===== config.mk =====
export PLATFORM = sky130hd
export DESIGN_NAME = alu_arbiter
export DESIGN_NICKNAME = d
export VERILOG_FILES = /design/src/rtl/alu_arbiter.sv
export SDC_FILE = /design/constraint.sdc
export NUM_CORES = 1
export LEC_CHECK = 0
export ABC_AREA = 1
export CAP_MARGIN = 10
export CORE_MARGIN = 2
export CORE_UTILIZATION = 46
export CTS_CLUSTER_SIZE = 12
export DETAILED_ROUTE_END_ITERATION = 8
export PLACE_DENSITY = 0.9
export SYNTH_ARGS = -nofsm -noshare
export SYNTH_HDL_FRONTEND = slang
export SYNTH_SLANG_ARGS = --single-unit

===== constraint.sdc =====
create_clock -name clk -period 3.3 [get_ports clk]
set_input_delay 0.495 -clock clk [delete_from_list [all_inputs] [get_ports clk]]
set_output_delay 0.495 -clock clk [all_outputs]
set_load 0.05 [all_outputs]

===== src/rtl/alu_arbiter.sv =====
// Round-robin front end that shares one 8-bit ALU between two requesters.
// Each accepted op walks EXEC -> CAPT -> RESP and returns result+flags atomically.
module alu_arbiter #(
   parameter int DATA_W = 8,
   parameter int OP_W   = 2
) (
   input  logic                  clk,
   input  logic                  reset,
   input  logic [1:0]            req_valid,
   output logic [1:0]            req_ready,
   input  logic [2*DATA_W-1:0]   req_a,
   input  logic [2*DATA_W-1:0]   req_b,
   input  logic [2*OP_W-1:0]     req_op,
   output logic [1:0]            rsp_valid,
   input  logic [1:0]            rsp_ready,
   output logic [DATA_W-1:0]     rsp_result,
   output logic [2:0]            rsp_flags,
   output logic                  busy,
   output logic [DATA_W-1:0]     alu_a,
   output logic [DATA_W-1:0]     alu_b,
   output logic [OP_W-1:0]       alu_op,
   input  logic [DATA_W-1:0]     alu_result,
   input  logic                  alu_zero,
   input  logic                  alu_carry,
   input  logic                  alu_negative
);

   typedef enum logic [1:0] {S_IDLE, S_EXEC, S_CAPT, S_RESP} state_t;

   state_t              r_state;
   state_t              w_state_next;
   logic                r_last_grant;
   logic                r_grant;
   logic [DATA_W-1:0]   r_a;
   logic [DATA_W-1:0]   r_b;
   logic [OP_W-1:0]     r_op;
   logic [2:0]          r_flags;
   logic [DATA_W-1:0]   r_rsp_result;
   logic [2:0]          r_rsp_flags;

   logic                w_win;
   logic                w_accept;
   logic                w_rsp_done;
   logic                w_drive_alu;
   logic [DATA_W-1:0]   w_sel_a;
   logic [DATA_W-1:0]   w_sel_b;
   logic [OP_W-1:0]     w_sel_op;

   // On a tie the requester that was not served last wins.
   always_comb begin
      w_win = 1'b0;
      if (req_valid[0] && req_valid[1])
         w_win = ~r_last_grant;
      else if (req_valid[1])
         w_win = 1'b1;
   end

   assign w_accept   = (r_state == S_IDLE) && (|req_valid);
   assign w_rsp_done = (r_state == S_RESP) && rsp_ready[r_grant];

   always_comb begin
      req_ready = 2'b00;
      if (w_accept)
         req_ready[w_win] = 1'b1;
   end

   assign w_sel_a  = w_win ? req_a[2*DATA_W-1:DATA_W] : req_a[DATA_W-1:0];
   assign w_sel_b  = w_win ? req_b[2*DATA_W-1:DATA_W] : req_b[DATA_W-1:0];
   assign w_sel_op = w_win ? req_op[2*OP_W-1:OP_W]    : req_op[OP_W-1:0];

   always_comb begin
      w_state_next = r_state;
      case (r_state)
         S_IDLE:  if (w_accept)   w_state_next = S_EXEC;
         S_EXEC:  w_state_next = S_CAPT;
         S_CAPT:  w_state_next = S_RESP;
         S_RESP:  if (w_rsp_done) w_state_next = S_IDLE;
         default: w_state_next = S_IDLE;
      endcase
   end

   always_ff @(posedge clk) begin
      if (reset) begin
         r_state      <= S_IDLE;
         r_last_grant <= 1'b1;
         r_grant      <= 1'b0;
         r_a          <= '0;
         r_b          <= '0;
         r_op         <= '0;
         r_flags      <= '0;
         r_rsp_result <= '0;
         r_rsp_flags  <= '0;
      end else begin
         r_state <= w_state_next;
         if (w_accept) begin
            r_grant <= w_win;
            r_a     <= w_sel_a;
            r_b     <= w_sel_b;
            r_op    <= w_sel_op;
         end
         // Flags are combinational in the ALU, so they must be caught while EXEC drives it.
         if (r_state == S_EXEC)
            r_flags <= {alu_negative, alu_carry, alu_zero};
         if (r_state == S_CAPT) begin
            r_rsp_result <= alu_result;
            r_rsp_flags  <= r_flags;
         end
         if (w_rsp_done)
            r_last_grant <= r_grant;
      end
   end

   // The ALU bus is forced to zero outside EXEC/CAPT.
   assign w_drive_alu = (r_state == S_EXEC) || (r_state == S_CAPT);
   assign alu_a       = w_drive_alu ? r_a  : '0;
   assign alu_b       = w_drive_alu ? r_b  : '0;
   assign alu_op      = w_drive_alu ? r_op : '0;

   always_comb begin
      rsp_valid = 2'b00;
      if (r_state == S_RESP)
         rsp_valid[r_grant] = 1'b1;
   end

   assign rsp_result = r_rsp_result;
   assign rsp_flags  = r_rsp_flags;
   assign busy       = (r_state != S_IDLE);

endmodule

# Word level (Yosys, flattened, before mapping)
# Cells that the tools add are included.
dict set report classes {
  n_lt_le_gt_ge 4
  n_eq_ne 5
  n_mux 19
  n_bitwise 1
  n_reduce_logical 10
}
# op n
set op_table {}
lappend op_table {{$mux W8} 4}
lappend op_table {{$mux W2} 6}
lappend op_table {{$pmux W2 S4} 1}
lappend op_table {{$mux W1} 6}
lappend op_table {{$logic_and A1 B1 Y1} 5}
lappend op_table {{$eq A2 B2 Y1 const B} 2}
lappend op_table {{$lt A1 B2 Y1 const B} 2}
lappend op_table {{$ne A2 B2 Y1 const B} 2}
lappend op_table {{$demux W1 S1} 2}
lappend op_table {{$eq A2 B1 Y1 const B} 1}
lappend op_table {{$ge A1 B1 Y1 const B} 2}
lappend op_table {{$logic_not A2 Y1} 1}
lappend op_table {{$reduce_and A2 Y1} 1}
lappend op_table {{$reduce_bool A2 Y1} 1}
lappend op_table {{$reduce_or A2 Y1} 1}
lappend op_table {{$logic_or A1 B1 Y1} 1}
lappend op_table {{$not A1 Y1} 1}
dict set report totals {
  ff_bits 36
  input_bits 53
  wordCells 48
}

# Longest topological paths before layout
# Gate-level depths: netlist (run 1).
dict set report depth {
  depth_word 7
  mapped_depth 8
  depth_no_buf 7
}

# Worst setup path before layout (run 1)
# Ideal clock, no wire load.
dict set report synth_path {
  kind {register to output}
  from {reg r_state[0]}
  to {out req_ready[0]}
  arrival_ns 1.834
  t_required_ns 2.805
  setup_slack_ns 0.971
  path_stages_with_launch 8
  path_buffers 1
  path_cell_list {dfxtp_1 > inv_1 > ha_1 > inv_2 > nor2_8 > clkinv_2 > buf_6 > nor2_1}
}
dict set report synth_between {
  elab_chain_len 3
}
# element line_no
set synth_rtl {}
lappend synth_rtl {{start, declared} 30} ;# state_t r_state;
lappend synth_rtl {{start signal, assigned} 94} ;# r_state <= w_state_next;
lappend synth_rtl {{$logic_not A2 Y1} 58} ;# assign w_accept = (r_state == S_IDLE) && (|req_valid);
lappend synth_rtl {{$logic_and A1 B1 Y1} 58}
lappend synth_rtl {{$mux W2} 63} ;# if (w_accept)
lappend synth_rtl {{end, declared} 10} ;# output logic [1:0] req_ready,
# No other way between the ends.

# Final worst setup path (run 1)
dict set report layout_path {
  from {reg r_state[1]}
  to {out alu_a[6]}
}
dict set report layout_between {
  elab_chain_len 3
  elab_cells_between_ends 4
  cone_classes {eq/ne: 2; mux: 1; reduce/logical: 1}
}
# element line_no
set layout_rtl {}
lappend layout_rtl {{$eq A2 B1 Y1 or $eq A2 B2 Y1 (tied branches)} 114} ;# assign w_drive_alu = (r_state == S_EXEC) || (r_state == S_CAPT);
lappend layout_rtl {{$logic_or A1 B1 Y1 *} 114}
lappend layout_rtl {{$mux W8 *} 115} ;# assign alu_a = w_drive_alu ? r_a : '0;
lappend layout_rtl {{end, declared} 19} ;# output logic [DATA_W-1:0] alu_a,
# Every way passes the cells marked *; elsewhere a longest branch is shown, timed or not.

==> results of run 1 <==
[sequential cells by signal, summed over array words and instances (netlist names)]
signal and count:
r_b 8, r_flags 3, r_state 2, r_op 2
r_grant 1, rsp_flags 3, r_a 8, rsp_result 8
r_last_grant 1
[stage by stage]
step	hold WS, ns	instance area, um^2
floorplan	0.448	2030
finish	0.477	3020
global route	0.491	3020
CTS	0.477	3020
global placement	0.460	2900
detailed placement	0.464	2900
[path summary, 6_finish.rpt]
check / end / slack, ns / depth (start not counted)
worst max-delay path: alu_a[6] / 0.27 / 5
worst min-delay path: r_a[5] / 0.48 / 2
worst max register to register: r_grant / 1.46 / 7
worst min register to register: r_a[5] / 0.48 / 2
[worst min-delay path: cells and delay by family (launching register included)]
family	cells	cell delay, ns
compound gates	1	0.05
simple gates	1	0.07
flops	1	0.32
[per-layer routing]
layer	routed length (um)	share of wire	GRT usage	vias to the layer above
li1	-	-	-	1054
met1	2290	0.44	0.249	947
met2	2650	0.50	0.416	49
met3	217	0.041	0.0433	10
met4	98	0.019	0.0684	0
met5	0	0	0	-
[power by group]
part           switching [mW]  internal [mW]  total, mW  leakage, nW
combinational           0.891          0.453       1.34         1.13
clock                   0.155          0.267      0.421       0.0645
sequential             0.0886          0.574      0.662        0.296
total                    1.13           1.29       2.43         1.49
[kinds of logic (layout without fill, tap and decap cells)]
logic type / after synthesis / after routing / share of synthesized area
adder cells (fa/ha/maj): 5 / 5 / 0.0308
flip-flops: 36 / 36 / 0.355
AND/OR/NAND/NOR: 138 / 138 / 0.316
AO/OA/AOI/OAI: 37 / 37 / 0.128
buffers and inverters: 81 / 163 / 0.170
[cells in the mapped netlist (all sizes together)]
| master | number |
|---|---|
| o211ai | 1 |
| clkinv | 1 |
| ha | 5 |
| o21ai | 15 |
| inv | 66 |
| nand3 | 39 |
| nand2 | 64 |
| buf | 11 |
| nor2 | 35 |
| a21oi | 21 |
| clkbuf | 3 |
| dfxtp | 36 |
[layout make-up]
type,count,area [um^2]
Timing Repair Buffer,88,896
Multi-Input combinational cell,180,962
Tap cell,52,65.1
Clock inverter,1,30.0
Sequential cell,36,721
Fill cell,363,1270
Inverter,67,253
Clock buffer,7,96.3
==> results.sh, run 1 <==
export IMPL_drt_iter0_markers=126
export IMPL_ys_seq_area_frac=0.355
export IMPL_cp_arrival_ns=2.53
export IMPL_worst_slew_margin_rel=0.568
export IMPL_fin_util=0.704
export IMPL_clockBufferDepth=2
export IMPL_nNetsFinal=436
export IMPL_rsz0062_at_grt="no"
export IMPL_critPathSlowestCell="clkdlybuf4s50_1"
export IMPL_cellPowerDensity_nw_per_um2=803
export IMPL_final_setup_worst_slack_ns=0.272
export IMPL_initial_utilization=0.472
export IMPL_synth_cells=297
export IMPL_worst_path_most_repeated_cell="inv_1"
export IMPL_die_height_um=70.4
export IMPL_grt_first_pass_wirelength_um=8970
export IMPL_cts_buffers=5
export IMPL_startpoint="r_state[1]"
export IMPL_cp_end_kind="primary output"
export IMPL_drc=0
export IMPL_required_ns=2.80
export IMPL_syn_num_nets=355
export IMPL_ys_ff_latch=36
export IMPL_rows=24
export IMPL_cts_root_buf="clkbuf_8"
export IMPL_die_area_um2=4960
export IMPL_drive_above_1_share=0.145
export IMPL_syn_to_final_growth_pct=49.0
export IMPL_hold_start="r_a[5]"
export IMPL_antenna_found_initial=0
export IMPL_ctsHoldBuffers=0
export IMPL_gp_congestion=0.827
export IMPL_diodes=0
export IMPL_synth_area_leaders="dfxtp_1, inv_1, nand3_1"
export IMPL_leakagePower_nw=1.49
export IMPL_grt_pass1_vias=2072
export IMPL_fmax_mhz=330
export IMPL_cts_sinks=36
export IMPL_final_cell_mix="clkdlybuf4s50_1, inv_1, nand2_1"
export IMPL_synth_area_um2=2030
export IMPL_cts_tree="done"
export IMPL_cts_setup_buffers=0
export IMPL_via_per_inst=4.78
export IMPL_die_x_um=70.4
export IMPL_grt_max_degree=21
export IMPL_finalSetupTns_ns=0
export IMPL_fin_crit_sh=0.918
export IMPL_crit_family="buffers and inverters"
export IMPL_outcome="complete, no violations"
export IMPL_cpPeakStageDelay_ns=0.80
export IMPL_final_common_cell="clkdlybuf4s50_1"
export IMPL_final_cell_count_no_fill=431
export IMPL_worstMarginPinSlew_ns=0.648
export IMPL_path_class="flop to primary output"
export IMPL_hp_class="flop to flop"
export IMPL_cts_resized=0
export IMPL_grt_use_total=0.222
export IMPL_post_place_ws_ns=0.529
export IMPL_port_buffers=86
export IMPL_clk_latency_ns=0.29
export IMPL_finalSetupViolations=0
export IMPL_yosys_warnings=0
export IMPL_io_pins=87
export IMPL_ys_types=21
export IMPL_finalCriticalPeriod_ns=3.03
export IMPL_avgSynthCellArea_um2=6.83
export IMPL_total_power_mw=2.43
export IMPL_r2r_start="r_state[1]"
export IMPL_clkSlewWorstSetupHoldPaths_ns=0.07
export IMPL_hpwl_um=3740
export IMPL_hold_viol=0
export IMPL_netlist_top_cell_by_area="dfxtp_1"
export IMPL_coreArea_um2=4290
export IMPL_clock_skew_ns=0.00398
export IMPL_drtPass1Iterations=4
export IMPL_routed_wirelength_um=5250
export IMPL_dp_cells=423
export IMPL_drt_wirelength_per_cell_um=12.2
export IMPL_critPathLaunchType="flop"
export IMPL_htreeDepth=2
export IMPL_ir_drop_mv=0.369
export IMPL_antenna_left=0
export IMPL_path_buf_inv=3
export IMPL_netlist_area_leader_share=0.355
export IMPL_final_max_slew_viol_count=0
export IMPL_crit_fanout=19
export IMPL_grt_overflow_total=0
export IMPL_maxCapViolCount=0
export IMPL_num_vias=2060
export IMPL_crit_chain="inv_1 > ha_1 > nand2_1 > inv_1 > clkdlybuf4s50_1"
Power figures use the tool's default switching activity.
==> inputs of run 2 (changes only) <==
Settings changed: CORE_UTILIZATION 46 to 40, GPL_ROUTABILITY_DRIVEN set to 0, PLACE_DENSITY 0.9 to 0.8.
==> run 2 against run 1 <==
Net effect: clock skew shrank 0.00063 ns; via count shrank 2.8%; maximum frequency grew 0.44%; hold slack gained 0.0012 ns; sequential cell count is the same; first-iteration DRC count shrank 56%; sequential power is essentially flat; worst setup slack gained 0.013 ns; clock power shrank 24%; cell area shrank 0.58%; sequential share of layout area grew 0.14 points.
==> results.sh, run 2 (synthesized netlist as in run 1, its figures left out) <==
export IMPL_die_x_um=75.2
export IMPL_drc=0
export IMPL_cts_setup_buffers=0
export IMPL_ir_drop_mv=0.384
export IMPL_required_ns=2.80
export IMPL_grt_pass1_vias=1926
export IMPL_io_pins=87
export IMPL_grt_overflow_total=0
export IMPL_antenna_found_initial=0
export IMPL_r2r_start="r_state[0]"
export IMPL_ctsHoldBuffers=0
export IMPL_cp_end_kind="primary output"
export IMPL_final_max_slew_viol_count=0
export IMPL_nNetsFinal=436
export IMPL_finalCriticalPeriod_ns=3.01
export IMPL_drtPass1Iterations=4
export IMPL_grt_first_pass_wirelength_um=8300
export IMPL_leakagePower_nw=1.47
export IMPL_cp_endpoint="alu_a[1]"
export IMPL_final_cell_mix="clkdlybuf4s50_1, inv_1, nand2_1"
export IMPL_startpoint="r_state[0]"
export IMPL_num_vias=2002
export IMPL_drt_iter0_markers=55
export IMPL_ff2ff_path_depth=7
export IMPL_cp_arrival_ns=2.52
export IMPL_coreArea_um2=4820
export IMPL_clock_skew_ns=0.00335
export IMPL_initial_utilization=0.421
export IMPL_clkSlewWorstSetupHoldPaths_ns=0.07
export IMPL_dp_cells=438
export IMPL_rsz0062_at_grt="no"
export IMPL_hold_viol=0
export IMPL_rows=25
export IMPL_crit_fanout=19
export IMPL_die_area_um2=5660
export IMPL_drive_above_1_share=0.140
export IMPL_grt_max_degree=21
export IMPL_critPathLaunchType="flop"
export IMPL_maxCapViolCount=0
export IMPL_cts_resized=0
export IMPL_cts_sinks=36
export IMPL_fin_crit_sh=0.914
export IMPL_finalSetupViolations=0
export IMPL_cts_root_buf="clkbuf_8"
export IMPL_final_cell_count_no_fill=446
export IMPL_drt_wirelength_per_cell_um=11.3
export IMPL_ff2ff_setup_slack_ns=1.45
export IMPL_diodes=0
export IMPL_fin_util=0.624
export IMPL_via_per_inst=4.49
export IMPL_grt_use_total=0.194
export IMPL_total_power_mw=2.32
export IMPL_cts_buffers=5
export IMPL_finalSetupTns_ns=0
export IMPL_hp_class="flop to flop"
export IMPL_clk_latency_ns=0.29
export IMPL_port_buffers=86
export IMPL_clockBufferDepth=2
export IMPL_antenna_left=0
export IMPL_htreeDepth=2
export IMPL_cellPowerDensity_nw_per_um2=770
export IMPL_syn_to_final_growth_pct=48.2
export IMPL_die_height_um=75.2
export IMPL_worstMarginPinSlew_ns=0.631
export IMPL_rr_endpoint="r_grant"
export IMPL_hpwl_um=3810
export IMPL_routed_wirelength_um=5050
export IMPL_fmax_mhz=332
export IMPL_outcome="complete, no violations"
export IMPL_final_common_cell="clkdlybuf4s50_1"
export IMPL_worst_slew_margin_rel=0.579
export IMPL_path_class="flop to primary output"
export IMPL_cts_tree="done"
export IMPL_holdWs_ns=0.478
[run 2: cell count changes in the layout (fill, tap and decap cells not counted)]
cell,before,now
bufinv_16,1,0
clkbuf_1,0,2
clkbuf_8,7,6
[run 2: through the flow]
step / setup slack [ns] / area [um^2]
finish: 0.285 / 3010
global route: 0.137 / 3010
CTS: 0.271 / 3010
detailed placement: 0.510 / 2920
global placement: 0.560 / 2920
floorplan: 0.971 / 2030
[run 2: worst max-delay path, cell delays in order, from the launching register on]
cell and delay (ns):
dfxtp_1 0.38, inv_1 0.10, ha_1 0.70, nand2_1 0.14, inv_1 0.09, clkdlybuf4s50_1 0.81
[run 2: how the worst min path moves through the flow]
stage / start / end / depth (start not counted)
final: r_b[0] / r_b[0] / 2
after global routing: r_op[0] / r_op[0] / 2
after CTS: r_b[0] / r_b[0] / 2
after detailed placement: r_b[0] / r_b[0] / 2
after global placement: r_b[0] / r_b[0] / 2
after floorplan: r_flags[0] / rsp_flags[0] / 2
[run 2: layout make-up]
type | instances | area (um^2)
clock buffers | 8 | 90.1
fillers | 452 | 1810
inverters | 67 | 253
multi-input cells | 180 | 962
flip-flops and latches | 36 | 721
well taps | 67 | 83.8
repair buffers | 88 | 896
[run 2: report_power, final]
group          leakage [nW]  switching [mW]  internal [mW]
logic                  1.13           0.880          0.454
registers             0.296          0.0862          0.574
clock network        0.0455           0.152          0.170
[run 2: metal layers]
layer | share of wire | vias to the layer above | track usage
met5 | 0 | - | 0
met4 | 0.017 | 0 | 0.0760
met3 | 0.076 | 7 | 0.0710
met1 | 0.43 | 871 | 0.226
li1 | - | 1054 | -
met2 | 0.48 | 70 | 0.326
